### src/rtl/count_display_driver.sv
// Display stage between the counter and the board pins: a sequential double-dabble
// converts valor to 3-digit BCD, and a scanner multiplexes it onto a 7-segment display.
module count_display_driver #(
  parameter int REFRESH_DIV    = 100000,
  parameter bit SEG_ACTIVE_LOW = 1'b1
) (
  input  logic        clk,
  input  logic        rst,
  input  logic [7:0]  valor,
  output logic [11:0] bcd,
  output logic        bcd_valid,
  output logic [3:0]  an,
  output logic [6:0]  seg
);

  typedef enum logic [1:0] {IDLE, SHIFT, DONE} state_t;

  localparam int         CW       = (REFRESH_DIV > 2) ? $clog2(REFRESH_DIV) : 1;
  localparam logic [CW-1:0] CNT_LAST = CW'(REFRESH_DIV - 1);
  localparam logic [3:0] AN_POL   = {4{SEG_ACTIVE_LOW}};
  localparam logic [6:0] SEG_POL  = {7{SEG_ACTIVE_LOW}};

  state_t      state, state_nx;
  logic [7:0]  last_val;
  logic [7:0]  bin_sh;
  logic [11:0] scratch, scratch_adj;
  logic [2:0]  iter;

  logic [CW-1:0] cnt;
  logic [1:0]    dig;
  logic [3:0]    nib;
  logic          blank;
  logic [6:0]    pat;

  function automatic logic [3:0] add3(input logic [3:0] d);
    return (d >= 4'd5) ? d + 4'd3 : d;
  endfunction

  // ---------------- converter FSM ----------------
  // NOTE: state registers use non-blocking assignments so every flop samples
  // pre-edge values; blocking here would create order-dependent races.
  always_ff @(posedge clk) begin
    if (rst) state <= IDLE;
    else     state <= state_nx;
  end

  // NOTE: every combinational output gets a default first, so no path can
  // leave it unassigned and infer a latch.
  always_comb begin
    state_nx = state;
    case (state)
      IDLE:    if (valor != last_val) state_nx = SHIFT;
      SHIFT:   if (iter == 3'd7)      state_nx = DONE;
      DONE:    state_nx = IDLE;
      default: state_nx = IDLE;
    endcase
  end

  assign scratch_adj = {add3(scratch[11:8]), add3(scratch[7:4]), add3(scratch[3:0])};

  always_ff @(posedge clk) begin
    if (rst) begin
      last_val  <= '0;
      bin_sh    <= '0;
      scratch   <= '0;
      iter      <= '0;
      bcd       <= '0;
      bcd_valid <= 1'b0;
    end else begin
      bcd_valid <= 1'b0;
      case (state)
        IDLE: begin
          if (valor != last_val) begin
            bin_sh   <= valor;
            last_val <= valor;
            scratch  <= '0;
            iter     <= '0;
          end
        end
        SHIFT: begin
          // Adjust-then-shift of the 20-bit {scratch, bin_sh} pair.
          scratch <= {scratch_adj[10:0], bin_sh[7]};
          bin_sh  <= {bin_sh[6:0], 1'b0};
          iter    <= iter + 3'd1;
        end
        DONE: begin
          bcd       <= scratch;
          bcd_valid <= 1'b1;
        end
        default: ;
      endcase
    end
  end

  // ---------------- display scanner ----------------
  // Only the committed bcd register is shown, never the in-flight scratch.
  always_comb begin
    nib   = bcd[3:0];
    blank = 1'b0;
    case (dig)
      2'd1: begin
        nib   = bcd[7:4];
        blank = (bcd[11:4] == 8'h00);
      end
      2'd2: begin
        nib   = bcd[11:8];
        blank = (bcd[11:8] == 4'h0);
      end
      default: ;
    endcase
  end

  always_comb begin
    case (nib)
      4'd0:    pat = 7'h3F;
      4'd1:    pat = 7'h06;
      4'd2:    pat = 7'h5B;
      4'd3:    pat = 7'h4F;
      4'd4:    pat = 7'h66;
      4'd5:    pat = 7'h6D;
      4'd6:    pat = 7'h7D;
      4'd7:    pat = 7'h07;
      4'd8:    pat = 7'h7F;
      4'd9:    pat = 7'h6F;
      default: pat = 7'h00;
    endcase
    if (blank) pat = 7'h00;
  end

  always_ff @(posedge clk) begin
    if (rst) begin
      cnt <= '0;
      dig <= 2'd0;
      an  <= 4'b0001 ^ AN_POL;
      seg <= 7'h3F ^ SEG_POL;
    end else begin
      if (cnt == CNT_LAST) begin
        cnt <= '0;
        dig <= (dig == 2'd2) ? 2'd0 : dig + 2'd1;
      end else begin
        cnt <= cnt + CW'(1);
      end
      // an and seg come from the same dig value, so they move together.
      an  <= (4'b0001 << dig) ^ AN_POL;
      seg <= pat ^ SEG_POL;
    end
  end

endmodule

### config.mk
export PLATFORM = sky130hd
export DESIGN_NAME = count_display_driver
export DESIGN_NICKNAME = d
export VERILOG_FILES = /design/src/rtl/count_display_driver.sv
export SDC_FILE = /design/constraint.sdc
export NUM_CORES = 1
export LEC_CHECK = 0
export CORE_MARGIN = 4
export CORE_UTILIZATION = 50
export CTS_CLUSTER_DIAMETER = 150
export DETAILED_ROUTE_END_ITERATION = 6
export GPL_TIMING_DRIVEN = 0
export PLACE_DENSITY = 0.76
export RECOVER_POWER = 50
export SLEW_MARGIN = 20
export SYNTH_ARGS = -nofsm -noshare
export SYNTH_HDL_FRONTEND = slang
export SYNTH_SLANG_ARGS = --single-unit
### constraint.sdc
create_clock -name clk -period 2.2 [get_ports clk]
set_input_delay 0.55 -clock clk [delete_from_list [all_inputs] [get_ports clk]]
set_output_delay 0.55 -clock clk [all_outputs]
set_load 0.05 [all_outputs]
==> qor.txt, run 1 <==
Worst-Skew Late Latency -> 0.35 ns
Layout cell share with drive strength beyond 1 -> 8.64%
Nets@finish -> 465
Post-DP Area -> 0.00388 mm2
Commonest non-fill, non-tap cell in the layout -> dfxtp_1
Vias post-DR -> 2,725
Worst-path fanout max -> 3
Initial antenna violation count -> 0
Most frequent cells in the layout -> dfxtp_1, nor2_1, a21oi_1
# clock sinks -> 76
Synthesized instance count -> 390
DRC violations left -> 0
Floorplan Core Area -> 0.00676 mm2
Area of the mapped netlist -> 0.00346 mm2
Area growth from synthesis to layout -> 20.6%
Max Root-Sink Buffers -> 2
Die W -> 91.2 um
Final min period -> 2.15 ns
Final hold vios -> 0
GRT met2 Usage -> 29.8%
Area of the multi-input gates -> 0.00180 mm2
Worst-margin pin slew -> 0.585 ns
Drt via density -> 5.24
VDD IR max -> 0.490 mV
Count of cell types in the netlist -> 40
Synthesis-stage register bit count -> 76
Register Area -> 0.00153 mm2
Vias in the first global route -> 2,637
CTS tree -> done
Largest net degree at the start of global routing -> 13
Syn Nets -> 420
GRT met3 Usage -> 4.31%
Max Fclk -> 466 MHz
GRT Resource Usage Total -> 17.2%
Placement Setup Slack -> -0.201 ns
Setup TNS -> 0 ns
Fin util -> 61.8%
Worst setup margin -> 0.0522 ns
Worst hold path type -> flop to flop
MaxCap Viol Count -> 0
Post-route cell area -> 0.00418 mm2
Root buf cell -> clkbuf_8
WP buf/inv -> 1
Slew HR -> 60.6%
IO Pins -> 34
1st-iter DRT viols -> 116
CP startpoint kind -> flop
Sequential cell area fraction in the yosys report -> 43.9%
CP Class -> flop to primary output
Gpl congestion -> 0.814
Cell Rows -> 30
H-tree levels -> 3
Post-Route WL -> 7010 um
Post-route ant nets -> 0
Period Utilization, post-route -> 97.6%
Power Dens Cells -> 691 mW/mm2
Drt pass-1 iters -> 4
Slowest cell on the critical path -> clkdlybuf4s50_1
Clock transition at path regs -> 0.07 ns
M1 GR Usage -> 20.6%
Critical path endpoint category -> primary output
Die H -> 91.2 um
WP data arrival -> 1.60 ns
Avg Synthesized Cell Area -> 8.88 um2
Hold Slack -> 0.476 ns
Clk_skew -> 0.00745 ns
Synth warn -> 0
N_diodes -> 0
Critical path's top delay family -> buffers and inverters
Largest stage delay, worst path -> 0.84 ns
Starting Density -> 51.3%
Die Area -> 0.00832 mm2
CTS Buf Count -> 9
Global route overflow -> 0
Setup violators final -> 0
Port bufs -> 32
Fill cells -> 564
Status -> completed
Post-DP HPWL -> 5010 um
GRT busiest layer -> met2
CP cell instances -> clkdlybuf4s50_1
First-pass GRT wire length -> 11,800 um
Leak pwr -> 1.59 nW
Final Max Slew Viols -> 0
DR WL/cell -> 13.5 um
Worst Path Required -> 1.65 ns
==> registers in the layout, indices dropped and copies added, names as in the netlist, 2 cells and up <==
signal and count:
iter 3, cnt 17, bin_sh 8, state 2, an 4, dig 2, scratch 12, last_val 8
seg 7, bcd 12
==> area by class of cell <==
type                            count  area share, %
Timing Repair Buffer               34           8.33
Clock buffer                       12           3.71
Multi-Input combinational cell    279           43.1
Tap cell                           80           2.40
Clock inverter                      4           2.28
Inverter                           16           1.44
Sequential cell                    76           36.5
Buffer                             19           2.22
==> layer usage <==
metal / vias up / routed length, um
li1: 1411 / -
met1: 1249 / 3110
met2: 53 / 3470
met3: 12 / 314
met4: 0 / 110
met5: - / 0
==> worst min-delay path, cell delays in order, from the launching register on <==
cell     delay, ns
dfxtp_1       0.33
nand2_1       0.06
a21oi_1       0.05
==> final timing paths <==
path         endpoint  slack [ns]         from  cells past startpoint
max            bcd[1]        0.05       bcd[1]                      1
min           bcd[11]        0.48  scratch[11]                      2
max reg2reg    seg[6]        0.09       dig[0]                      9
min reg2reg   bcd[11]        0.48  scratch[11]                      2
==> cells in the mapped netlist <==
library cell | count | area share, %
dfxtp_1 | 76 | 44
nor2_1 | 59 | 6.4
a21oi_1 | 35 | 5.1
nand2_1 | 33 | 3.6
ha_1 | 20 | 7.2
xnor2_1 | 18 | 4.6
inv_1 | 16 | 1.7
mux2i_1 | 11 | 3.2
xor2_1 | 11 | 2.8
clkbuf_1 | 10 | 1.1
nand3_1 | 10 | 1.4
o21ai_0 | 9 | 1.3
a22oi_1 | 8 | 1.7
and3_1 | 8 | 1.4
nand2b_1 | 8 | 1.4
nor3_1 | 8 | 1.2
a221oi_1 | 7 | 1.8
buf_2 | 7 | 1.0
nand4_1 | 6 | 1.1
nand3b_1 | 3 | 0.65
nor4_1 | 3 | 0.54
a22o_1 | 2 | 0.51
buf_4 | 2 | 0.43
mux2_2 | 2 | 0.65
mux2i_4 | 2 | 1.3
nand4bb_1 | 2 | 0.65
a22o_2 | 1 | 0.29
and2_1 | 1 | 0.18
and4_1 | 1 | 0.25
nor2b_1 | 1 | 0.18
nor3_2 | 1 | 0.29
nor3b_2 | 1 | 0.36
nor4b_1 | 1 | 0.25
o211ai_1 | 1 | 0.22
o21a_1 | 1 | 0.22
o22ai_1 | 1 | 0.18
o31ai_2 | 1 | 0.36
or2_2 | 1 | 0.18
or2b_1 | 1 | 0.22
or3_1 | 1 | 0.18
==> report_power, final <==
group          internal (W)  leakage (nW)  switching, W
sequential          0.00140         0.618     0.0000198
clock              0.000814         0.127      0.000495
combinational     0.0000703         0.845     0.0000855
==> what timing repair did <==
action / in CTS / in global routing
hold buffers: 0 / 0
setup buffers: 1 / 1
resized for setup: 3 / 4
cloned: 0 / 0
endpoints found under the hold margin: 0 / 0
endpoints found under the setup margin: 4 / 7
==> cells by family (layout without fill, tap and decap cells) <==
group | Yosys count | after routing | synth area share [%]
muxes | 15 | 15 | 5.13
AOI/OAI and AO/OA | 66 | 66 | 11.6
and+or+nand+nor | 149 | 149 | 20.5
xor gates and xnor gates | 29 | 29 | 7.33
DFF | 76 | 76 | 43.9
buffers and inverters | 35 | 85 | 4.26
adders and majority gates | 20 | 20 | 7.23
==> metrics by stage <==
step                      instances  power [W]
after floorplan                 390    0.00156
after global placement          502    0.00161
after detailed placement        502    0.00161
after CTS                       519    0.00291
after global routing            520    0.00299
final                           520    0.00289
No activity file was read; power rests on OpenSTA's default activity.
==> inputs of run 2 (changes only) <==
--- a/config.mk
+++ b/config.mk
@@ -16,3 +16,4 @@
 export SYNTH_ARGS = -nofsm -noshare
 export SYNTH_HDL_FRONTEND = slang
 export SYNTH_SLANG_ARGS = --single-unit
+export TNS_END_PERCENT = 1
==> results of run 2 <==
The final DEF is identical to that of run 1; final timing and power are the same.
==> inputs of run 3 (changes only) <==
--- a/config.mk
+++ b/config.mk
@@ -10,7 +10,7 @@
 export CTS_CLUSTER_DIAMETER = 150
 export DETAILED_ROUTE_END_ITERATION = 6
 export GPL_TIMING_DRIVEN = 0
-export PLACE_DENSITY = 0.76
+export PLACE_DENSITY = 0.73
 export RECOVER_POWER = 50
 export SLEW_MARGIN = 20
 export SYNTH_ARGS = -nofsm -noshare
==> constraint.sdc (replaced) <==
create_clock -name clk -period 2.1 [get_ports clk]
set_input_delay 0.525 -clock clk [delete_from_list [all_inputs] [get_ports clk]]
set_output_delay 0.525 -clock clk [all_outputs]
set_load 0.05 [all_outputs]
==> run 3 against run 2 <==
  * Sequential share of layout area decreased by 0.087 points
  * Via count increased by 3.2%
  * Worst setup slack improved by 0.027 ns
  * Design area increased by 0.24%
  * Sequential power increased by 5%
  * Routed wire length increased by 2.0%
  * Global-route usage increased by 0.070 points
  * Worst hold slack got worse by 0.010 ns
  * Combinational power increased by 5%
  * Sequential cell count unchanged
  * Utilization increased by 0.15 points
  * Clock power decreased by 3%
  * Largest cell class unchanged
==> qor.txt, run 3 (same netlist as run 1, synthesis figures left out) <==
Status -> completed
Clock power frac -> 43.5% (-1.8 points)
Vias post-DR -> 2,813 (+3.2%)
First-pass GRT wire length -> 11,900 um (+0.65%)
DR WL/cell -> 13.6 um (+1.0%)
Number of hold buffers added after cts -> 0 (unchanged)
CP startpoint kind -> flop
MaxCap Viol Count -> 0 (unchanged)
Worst-margin pin slew -> 0.597 ns (+0.0120 ns)
VDD IR max -> 0.523 mV (+6.8%)
H-tree levels -> 3 (unchanged)
Drt pass-1 iters -> 4 (unchanged)
Power Dens Cells -> 699 mW/mm2 (+1.1%)
Largest stage delay, worst path -> 0.36 ns (-0.48 ns)
Critical path endpoint category -> flop
Post-route ant nets -> 0 (unchanged)
Post-DP HPWL -> 5010 um (-0.11%)
CP cell instances -> inv_2, ha_4, buf_6, nor2_1, a21oi_2, inv_2, ha_1, mux2_2, nand2_1, a21oi_1
Period Utilization, post-route -> 96.2%
Worst-Skew Late Latency -> 0.34 ns (about the same)
Placed cells -> 502 (unchanged)
Layout cell share with drive strength beyond 1 -> 11.5% (+2.8 points)
Max Fclk -> 495 MHz
Sequential fraction of design power -> 50.9% (+1.6 points)
Switching Fraction -> 21.2% (+0.42 points)
Worst Path Required -> 2.30 ns (+0.65 ns)
Net load switching power -> 0.000621 W (+3.4%)
Die Area -> 0.00832 mm2 (unchanged)
# clock sinks -> 76 (unchanged)
Starting Density -> 51.3% (unchanged)
CTS tree -> done
Hold Slack -> 0.466 ns (-0.0101 ns)
Vias in the first global route -> 2,597 (-1.5%)
CP Class -> flop to flop
Most frequent cells in the layout -> dfxtp_1, nor2_1, a21oi_1
Die W -> 91.2 um (unchanged)
Root buf cell -> clkbuf_8
Largest net degree at the start of global routing -> 13 (unchanged)
Area growth from synthesis to layout -> 20.9%
Reg with most FFs -> cnt
GRT Resource Usage Total -> 17.3% (+0.070 points)
Number of flip-flops in the largest register -> 17 (unchanged)
Cell Rows -> 30 (unchanged)
Nets@finish -> 470 (+1.1%)
Max Root-Sink Buffers -> 2 (unchanged)
Clock transition at path regs -> 0.07 ns (about the same)
Commonest non-fill, non-tap cell in the layout -> dfxtp_1
Pint -> 0.00231 W (+0.81%)
DRC violations left -> 0 (unchanged)
1st-iter DRT viols -> 105 (-9.5%)
N_diodes -> 0 (unchanged)
Gpl congestion -> 0.841 (+3.3%)
Slew HR -> 60.4% (-0.27 points)
Worst hold path type -> flop to flop
Comb power frac -> 5.6% (+0.2 points)
CTS Buf Count -> 9 (unchanged)
Final min period -> 2.02 ns
RSZ-0062 raised after global routing -> true
Initial antenna violation count -> 0 (unchanged)
Clk_skew -> 0.00911 ns (+0.00167 ns)
WP buf/inv -> 3 (+2)
Drt via density -> 5.36 (+2.2%)
Worst-path fanout max -> 6 (+3)
WP data arrival -> 2.22 ns (+0.62 ns)
Biggest regs -> cnt (17), bcd (12), scratch (12)
Critical path's top delay family -> adder cells
Slowest cell on the critical path -> dfxtp_2
Global route overflow -> 0 (unchanged)
IO Pins -> 34 (unchanged)
Die H -> 91.2 um (unchanged)
Crit-path most repeated cell -> inv_2
Final Max Slew Viols -> 0 (unchanged)
Post-Route WL -> 7150 um (+2.0%)
Final cell count without fillers -> 525 (+0.96%)
Leak pwr -> 1.62 nW (+2.1%)
Final hold vios -> 0 (unchanged)
Setup violators final -> 0 (unchanged)
Fill cells -> 586 (+3.9%)
Port bufs -> 32 (unchanged)
Floorplan Core Area -> 0.00676 mm2 (unchanged)
==> run 3: metal layers <==
metal  vias to the layer above  track usage [%]  wire, um
li1                       1438                -         -
met1                      1306             21.2      3280
met2                        59             28.8      3450
met3                        10             4.64       321
met4                         0             7.04        91
met5                         -                0         0
==> run 3: worst paths after layout <==
kind | from | endpoint | slack (ns) | depth (start not counted)
setup / recovery | dig[1] | seg[3] | 0.08 | 10
hold / removal | cnt[0] | cnt[0] | 0.47 | 1
setup reg to reg | dig[1] | seg[3] | 0.08 | 10
hold reg to reg | cnt[0] | cnt[0] | 0.47 | 1
==> run 3: through the flow <==
stage               instance area [um2]  setup TNS, ns  power, W  utilization (%)  setup slack (ns)
global route                       4190         -0.297   0.00302             62.0           -0.0408
floorplan                          3470              0   0.00163                -            0.0115
finish                             4190              0   0.00293             62.0            0.0793
global placement                   3890          -6.38   0.00168             57.5            -0.265
detailed placement                 3890          -7.31   0.00169             57.5            -0.278
CTS                                4130              0   0.00296             61.1           0.00468
==> run 3: area by class of cell <==
cell class                      instances  area [um2]  area share (%)
Sequential cell                        76        1530            36.5
Clock buffer                           12         165            3.94
Timing Repair Buffer                   39         343            8.19
Multi-Input combinational cell        279        1830            43.7
Buffer                                 19        95.1            2.27
Inverter                               16        60.1            1.43
Tap cell                               80         100            2.39
Clock inverter                          4        70.1            1.67
==> run 3: power by group through the flow <==
stage | clock [W] | combinational, W | sequential, W
after floorplan | 0 | 0.000115 | 0.00152
after global placement | 0 | 0.000161 | 0.00152
after detailed placement | 0 | 0.000164 | 0.00152
after CTS | 0.00130 | 0.000165 | 0.00149
after global routing | 0.00135 | 0.000183 | 0.00149
final | 0.00127 | 0.000164 | 0.00149
==> run 3: repair_timing <==
action	in CTS	in global routing
pin swaps	0	3
setup endpoints to repair	14	23
gates resized for setup	13	13
buffers inserted	1	6
